[src/rtl/axi_mst_pkg.sv]
// axi_mst_pkg: state encoding, AXI response/burst codes and response ranking for axi_full_mst_engine.
package axi_mst_pkg;
   typedef enum logic [2:0] {S_IDLE, S_AR, S_R, S_AW, S_W, S_B, S_DONE} state_e;
   localparam logic [1:0] RESP_OKAY   = 2'b00;
   localparam logic [1:0] RESP_EXOKAY = 2'b01;
   localparam logic [1:0] RESP_SLVERR = 2'b10;
   localparam logic [1:0] RESP_DECERR = 2'b11;
   localparam logic [1:0] BURST_INCR  = 2'b01;
   function automatic logic [1:0] resp_max(input logic [1:0] a, input logic [1:0] b);
      return (a > b) ? a : b;
   endfunction
endpackage

[src/rtl/axi_full_mst_engine.sv]
// axi_full_mst_engine: single-outstanding AXI4 INCR burst master; AXI_MST_4K_CHECK_EN rejects 4 KB-crossing commands.
module axi_full_mst_engine
   import axi_mst_pkg::*;
#(
   parameter int             DW   = 128,
   parameter int             AW   = 32,
   parameter int             IDW  = 4,
   parameter logic [IDW-1:0] TXID = '0
) (
   input  logic              clk_i,
   input  logic              rst_i,
   input  logic              cmd_valid_i,
   output logic              cmd_ready_o,
   input  logic              cmd_write_i,
   input  logic [AW-1:0]     cmd_addr_i,
   input  logic [7:0]        cmd_len_i,
   input  logic              wdat_valid_i,
   output logic              wdat_ready_o,
   input  logic [DW-1:0]     wdat_data_i,
   input  logic [DW/8-1:0]   wdat_strb_i,
   output logic              rdat_valid_o,
   input  logic              rdat_ready_i,
   output logic [DW-1:0]     rdat_data_o,
   output logic              rdat_last_o,
   output logic              done_valid_o,
   output logic [1:0]        done_resp_o,
   output logic [IDW-1:0]    mem_awid_o,
   output logic [AW-1:0]     mem_awaddr_o,
   output logic [7:0]        mem_awlen_o,
   output logic [2:0]        mem_awsize_o,
   output logic [1:0]        mem_awburst_o,
   output logic              mem_awvalid_o,
   input  logic              mem_awready_i,
   output logic [DW-1:0]     mem_wdata_o,
   output logic [DW/8-1:0]   mem_wstrb_o,
   output logic              mem_wlast_o,
   output logic              mem_wvalid_o,
   input  logic              mem_wready_i,
   input  logic [IDW-1:0]    mem_bid_i,
   input  logic [1:0]        mem_bresp_i,
   input  logic              mem_bvalid_i,
   output logic              mem_bready_o,
   output logic [IDW-1:0]    mem_arid_o,
   output logic [AW-1:0]     mem_araddr_o,
   output logic [7:0]        mem_arlen_o,
   output logic [2:0]        mem_arsize_o,
   output logic [1:0]        mem_arburst_o,
   output logic              mem_arvalid_o,
   input  logic              mem_arready_i,
   input  logic [IDW-1:0]    mem_rid_i,
   input  logic [DW-1:0]     mem_rdata_i,
   input  logic [1:0]        mem_rresp_i,
   input  logic              mem_rlast_i,
   input  logic              mem_rvalid_i,
   output logic              mem_rready_o
);
   localparam logic [2:0] SIZE = 3'($clog2(DW/8));
   state_e        state_q, state_d;
   logic [AW-1:0] addr_q, addr_d;
   logic [7:0]    len_q, len_d, cnt_q, cnt_d;
   logic [1:0]    resp_q, resp_d;
   logic          cmd_hs, r_hs, w_hs, last_beat, r_err, b_err, reject;
   assign cmd_hs    = cmd_ready_o & cmd_valid_i;
   assign r_hs      = (state_q == S_R) & mem_rvalid_i & rdat_ready_i;
   assign w_hs      = (state_q == S_W) & wdat_valid_i & mem_wready_i;
   assign last_beat = cnt_q == len_q;
   // length mismatch in either direction and foreign IDs both count as slave errors
   assign r_err     = (mem_rlast_i != last_beat) | (mem_rid_i != TXID);
   assign b_err     = mem_bid_i != TXID;
`ifdef AXI_MST_4K_CHECK_EN
   assign reject = (17'(cmd_addr_i[11:0]) + ((17'(cmd_len_i) + 17'd1) << SIZE)) > 17'd4096;
`else
   assign reject = 1'b0;
`endif
   always_ff @(posedge clk_i or posedge rst_i) begin
      if (rst_i) begin
         state_q <= S_IDLE;
         addr_q  <= '0;
         len_q   <= '0;
         cnt_q   <= '0;
         resp_q  <= RESP_OKAY;
      end else begin
         state_q <= state_d;
         addr_q  <= addr_d;
         len_q   <= len_d;
         cnt_q   <= cnt_d;
         resp_q  <= resp_d;
      end
   end
   always_comb begin
      state_d = state_q;
      addr_d  = addr_q;
      len_d   = len_q;
      cnt_d   = cnt_q;
      resp_d  = resp_q;
      unique case (state_q)
         S_IDLE: if (cmd_hs) begin
            addr_d  = cmd_addr_i;
            len_d   = cmd_len_i;
            cnt_d   = '0;
            resp_d  = reject ? RESP_SLVERR : RESP_OKAY;
            state_d = reject ? S_DONE : (cmd_write_i ? S_AW : S_AR);
         end
         S_AR: state_d = mem_arready_i ? S_R : S_AR;
         S_R: if (r_hs) begin
            cnt_d   = cnt_q + 8'd1;
            resp_d  = resp_max(resp_max(resp_q, mem_rresp_i), r_err ? RESP_SLVERR : RESP_OKAY);
            state_d = mem_rlast_i ? S_DONE : S_R;
         end
         S_AW: state_d = mem_awready_i ? S_W : S_AW;
         S_W: if (w_hs) begin
            cnt_d   = cnt_q + 8'd1;
            state_d = last_beat ? S_B : S_W;
         end
         S_B: if (mem_bvalid_i) begin
            resp_d  = resp_max(resp_max(resp_q, mem_bresp_i), b_err ? RESP_SLVERR : RESP_OKAY);
            state_d = S_DONE;
         end
         S_DONE: state_d = S_IDLE;
         default: state_d = S_IDLE;
      endcase
   end
   always_comb begin
      cmd_ready_o   = (state_q == S_IDLE) & ~rst_i;
      mem_arvalid_o = state_q == S_AR;
      mem_awvalid_o = state_q == S_AW;
      rdat_valid_o  = (state_q == S_R) & mem_rvalid_i;
      mem_rready_o  = (state_q == S_R) & rdat_ready_i;
      mem_wvalid_o  = (state_q == S_W) & wdat_valid_i;
      wdat_ready_o  = (state_q == S_W) & mem_wready_i;
      mem_wlast_o   = (state_q == S_W) & last_beat;
      mem_bready_o  = state_q == S_B;
      done_valid_o  = state_q == S_DONE;
      done_resp_o   = (state_q == S_DONE) ? resp_q : RESP_OKAY;
   end
   assign mem_awid_o    = TXID;
   assign mem_arid_o    = TXID;
   assign mem_awaddr_o  = addr_q;
   assign mem_araddr_o  = addr_q;
   assign mem_awlen_o   = len_q;
   assign mem_arlen_o   = len_q;
   assign mem_awsize_o  = SIZE;
   assign mem_arsize_o  = SIZE;
   assign mem_awburst_o = BURST_INCR;
   assign mem_arburst_o = BURST_INCR;
   assign mem_wdata_o   = wdat_data_i;
   assign mem_wstrb_o   = wdat_strb_i;
   assign rdat_data_o   = mem_rdata_i;
   assign rdat_last_o   = mem_rlast_i;
endmodule

[config.mk]
export PLATFORM = sky130hd
export DESIGN_NAME = axi_full_mst_engine
export DESIGN_NICKNAME = d
export VERILOG_FILES = /design/src/rtl/axi_mst_pkg.sv /design/src/rtl/axi_full_mst_engine.sv
export SDC_FILE = /design/constraint.sdc
export NUM_CORES = 1
export LEC_CHECK = 0
export BUFFER_PORTS_ARGS = -buffer_cell sky130_fd_sc_hd__clkbuf_2
export CELL_PAD_IN_SITES_DETAIL_PLACEMENT = 1
export CELL_PAD_IN_SITES_GLOBAL_PLACEMENT = 1
export CORE_AREA = 2 2 282 284
export DETAILED_ROUTE_END_ITERATION = 16
export DIE_AREA = 0 0 284 286
export PLACE_DENSITY_LB_ADDON = 0.1
export SYNTH_ARGS = -nofsm -noshare
export SYNTH_HDL_FRONTEND = slang
export SYNTH_SLANG_ARGS = --single-unit
[constraint.sdc]
create_clock -name clk_i -period 4.8 [get_ports clk_i]
set_input_delay 0.96 -clock clk_i [delete_from_list [all_inputs] [get_ports clk_i]]
set_output_delay 0.96 -clock clk_i [all_outputs]
set_load 0.03 [all_outputs]
==> results.cfg <==
[synthesis]
syn_area_sq_um = 5290
async_reset_ff_frac = 1.00
yosysWarnings = 0
syn_area_per_cell_sq_um = 9.11
synth_flop_cell = dfrtp_1
yosys.cell_types.count = 43
ys_ff_latch = 53
postSynthCellCount = 581
synth-edff-count = 0
ys_seq_area_frac = 0.251

[placement]
dp_hpwl_microns = 19300
gp_congestion = 0.599
port_buffers = 156
preCtsSetupSlack_ps = 1150
dp_cells = 1467

[die]
initial_utilization = 0.0675
coreArea_sq_um = 78400
ios = 719
rows = 103
die_h_microns = 286
dieArea_sq_um = 81200
die_width_microns = 284

[worst_setup_path]
slowest_stage = nor4_1
cp_cell_sequence = xnor2_1 > nand4_1 > nor4_1 > clkbuf_2
arrival_ps = 2280
startpoint_type = flop
worstSetupEndpointType = output pin
slowest_delay_ps = 530
criticalPathCategory = reg -> out
path_max_fanout = 5
required_ps = 3840

[final_layout]
finalNetCount = 769
drive_gt1_frac = 0.534
instances_no_fill = 1475
layout_commonest_cell = clkbuf_2
syn_to_final_growth_pct = -3.19
num_antenna_cells = 0
fillerInstances = 9428
mostFrequentLayoutCells = 156 x clkbuf_2, 53 x dfrtp_1, 41 x mux2_2, 18 x conb_1

[clocking]
cts.clk_slew.worst_paths_ps = 100
cts_sinks = 53
clockBufferDepth = 2
ctsResizeCount = 0
cts_buffers = 5
clock_latency_ps = 340
cts_hold_buf = 0
tritoncts = yes
cts_max_level = 2
postCtsSetupBuffers = 0
cts_root_buf = clkbuf_16

[routing]
dr.pass1.iters = 4
wl_per_cell_microns = 16.1
drc = 0
vias = 3069
wl_met3_microns = 4560
top_layer_used = met5
m1WireLength_microns = 8300
drt_iter0_markers = 80
wl_met2_microns = 8860
ant_nets = 0
routed_wl_microns = 23700
avgViaCountPerCell = 2.08

[power_and_ir_drop]
p_comb_frac = 0.581
p_leak_uw = 0.00200
power_switching_uw = 1830
p_clk_frac = 0.150
p_seq_frac = 0.269
peakVddDrop_mv = 0.235
p_per_area_nw_per_um2 = 650
p_int_uw = 1500
p_sw_frac = 0.550

[grt]
grt_pass1_wl_microns = 31100
grt_start_max_net_pins = 47
grt_usage = 0.0564
grt_overflow = 0
grt_pass1_vias = 3392
antenna_found_initial = 0

[outcome]
run_status = finished clean

[timing]
finalHoldViolCount = 0
tns_ps = 0
max-slew-margin-rel = 0.406
fin_ws_ps = 1560
fin_crit_ps = 3240
fin_crit_sh = 0.675
finalMaxSlewViolations = 0
finalSetupViolations = 0
rsz0062_at_grt = no
finalClockSkew_ps = 17.6
worstMarginPinSlew_ps = 891
fmax_mhz = 308

[run]
cap_violations = 0

[hold_path]
hold_class = reg -> reg
-- power by group through the flow --
| stage | Sequential [uW] | Combinational (uW) | Clock, uW |
|---|---|---|---|
| after global placement | 924 | 2010 | 0 |
| after detailed placement | 925 | 1980 | 0 |
| final | 896 | 1930 | 498 |
| after floorplan | 1160 | 1670 | 0 |
| after global routing | 950 | 2100 | 555 |
| after CTS | 923 | 1990 | 550 |
-- through the flow --
| stage | utilization | instance area, sq um | hold slack (ps) | power, uW |
|---|---|---|---|---|
| 2_1_floorplan | - | 5350 | 529 | 2830 |
| 3_3_place_gp | 0.0632 | 4950 | 529 | 2940 |
| 3_5_place_dp | 0.0632 | 4950 | 524 | 2910 |
| 4_1_cts | 0.0654 | 5120 | 554 | 3460 |
| 5_1_grt | 0.0654 | 5120 | 587 | 3610 |
| 6_report | 0.0654 | 5120 | 546 | 3330 |
-- synthesized netlist by cell type, drive strengths merged (3+ instances only) --
library cell,instances,area share
buf,338,0.48
nor2,17,0.014
inv,15,0.011
o21ai,7,0.0066
nand4,4,0.0047
dfrtp,53,0.25
a21oi,6,0.0057
ha,9,0.021
nand2b,5,0.0059
and2,4,0.0047
xnor2,14,0.023
clkbuf,4,0.0028
nor2b,4,0.0047
nand2,11,0.0078
and3,5,0.0059
mux2,41,0.087
nor4,4,0.0047
nand3,7,0.0066
a31oi,3,0.0035
a2111oi,6,0.016
-- registers in the layout (all words and copies together) (netlist names) --
name	count
resp_q	2
state_q	3
mem_arlen_o	8
cnt_q	8
mem_araddr_o	32
-- layout make-up --
class	count	area, sq um	share of cell area
multi-input cells	187	1430	0.279
flip-flops and latches	53	1330	0.259
well taps	1050	1310	0.256
repair buffers	162	826	0.161
clock buffers	5	125	0.0244
inverters	15	56.3	0.0110
clock inverters	3	47.5	0.00928
-- critical path, delay by kind of cell, from the launching register on --
kind	cells	cell delay, ps
buf+inv	1	340
simple gates	2	920
xor+xnor	1	230
flops	1	450
-- routing by layer --
metal,vias to the layer above,global-route usage
met5,-,0.0140
met4,4,0.0422
met3,102,0.0509
met2,374,0.0711
met1,1375,0.0569
li1,1214,-
-- worst paths after layout --
path	endpoint	slack, ps	startpoint	cells past startpoint
setup / recovery	mem_wlast_o	1560	cnt_q[3]	4
hold / removal	mem_araddr_o[0]	550	mem_araddr_o[0]	1
setup reg to reg	resp_q[1]	1760	cnt_q[3]	9
hold reg to reg	mem_araddr_o[0]	550	mem_araddr_o[0]	1
max in group asynchronous	mem_arlen_o[0]	3080	rst_i	3
min in group asynchronous	state_q[1]	800	rst_i	2
-- logic make-up (layout without fill, tap and decap cells) --
kind of cell               after synthesis  count (layout)  synth area share
AOI/OAI and AO/OA                       33              33            0.0494
DFF                                     53              53             0.251
other                                    2              18           0.00142
and+or+nand+nor                         70              70            0.0719
adders and majority gates                9               9            0.0213
xor gates and xnor gates                14              14            0.0232
buffers and inverters                  357             185             0.491
muxes                                   43              43            0.0910
Note: power is estimated with default switching activity, not from simulation.
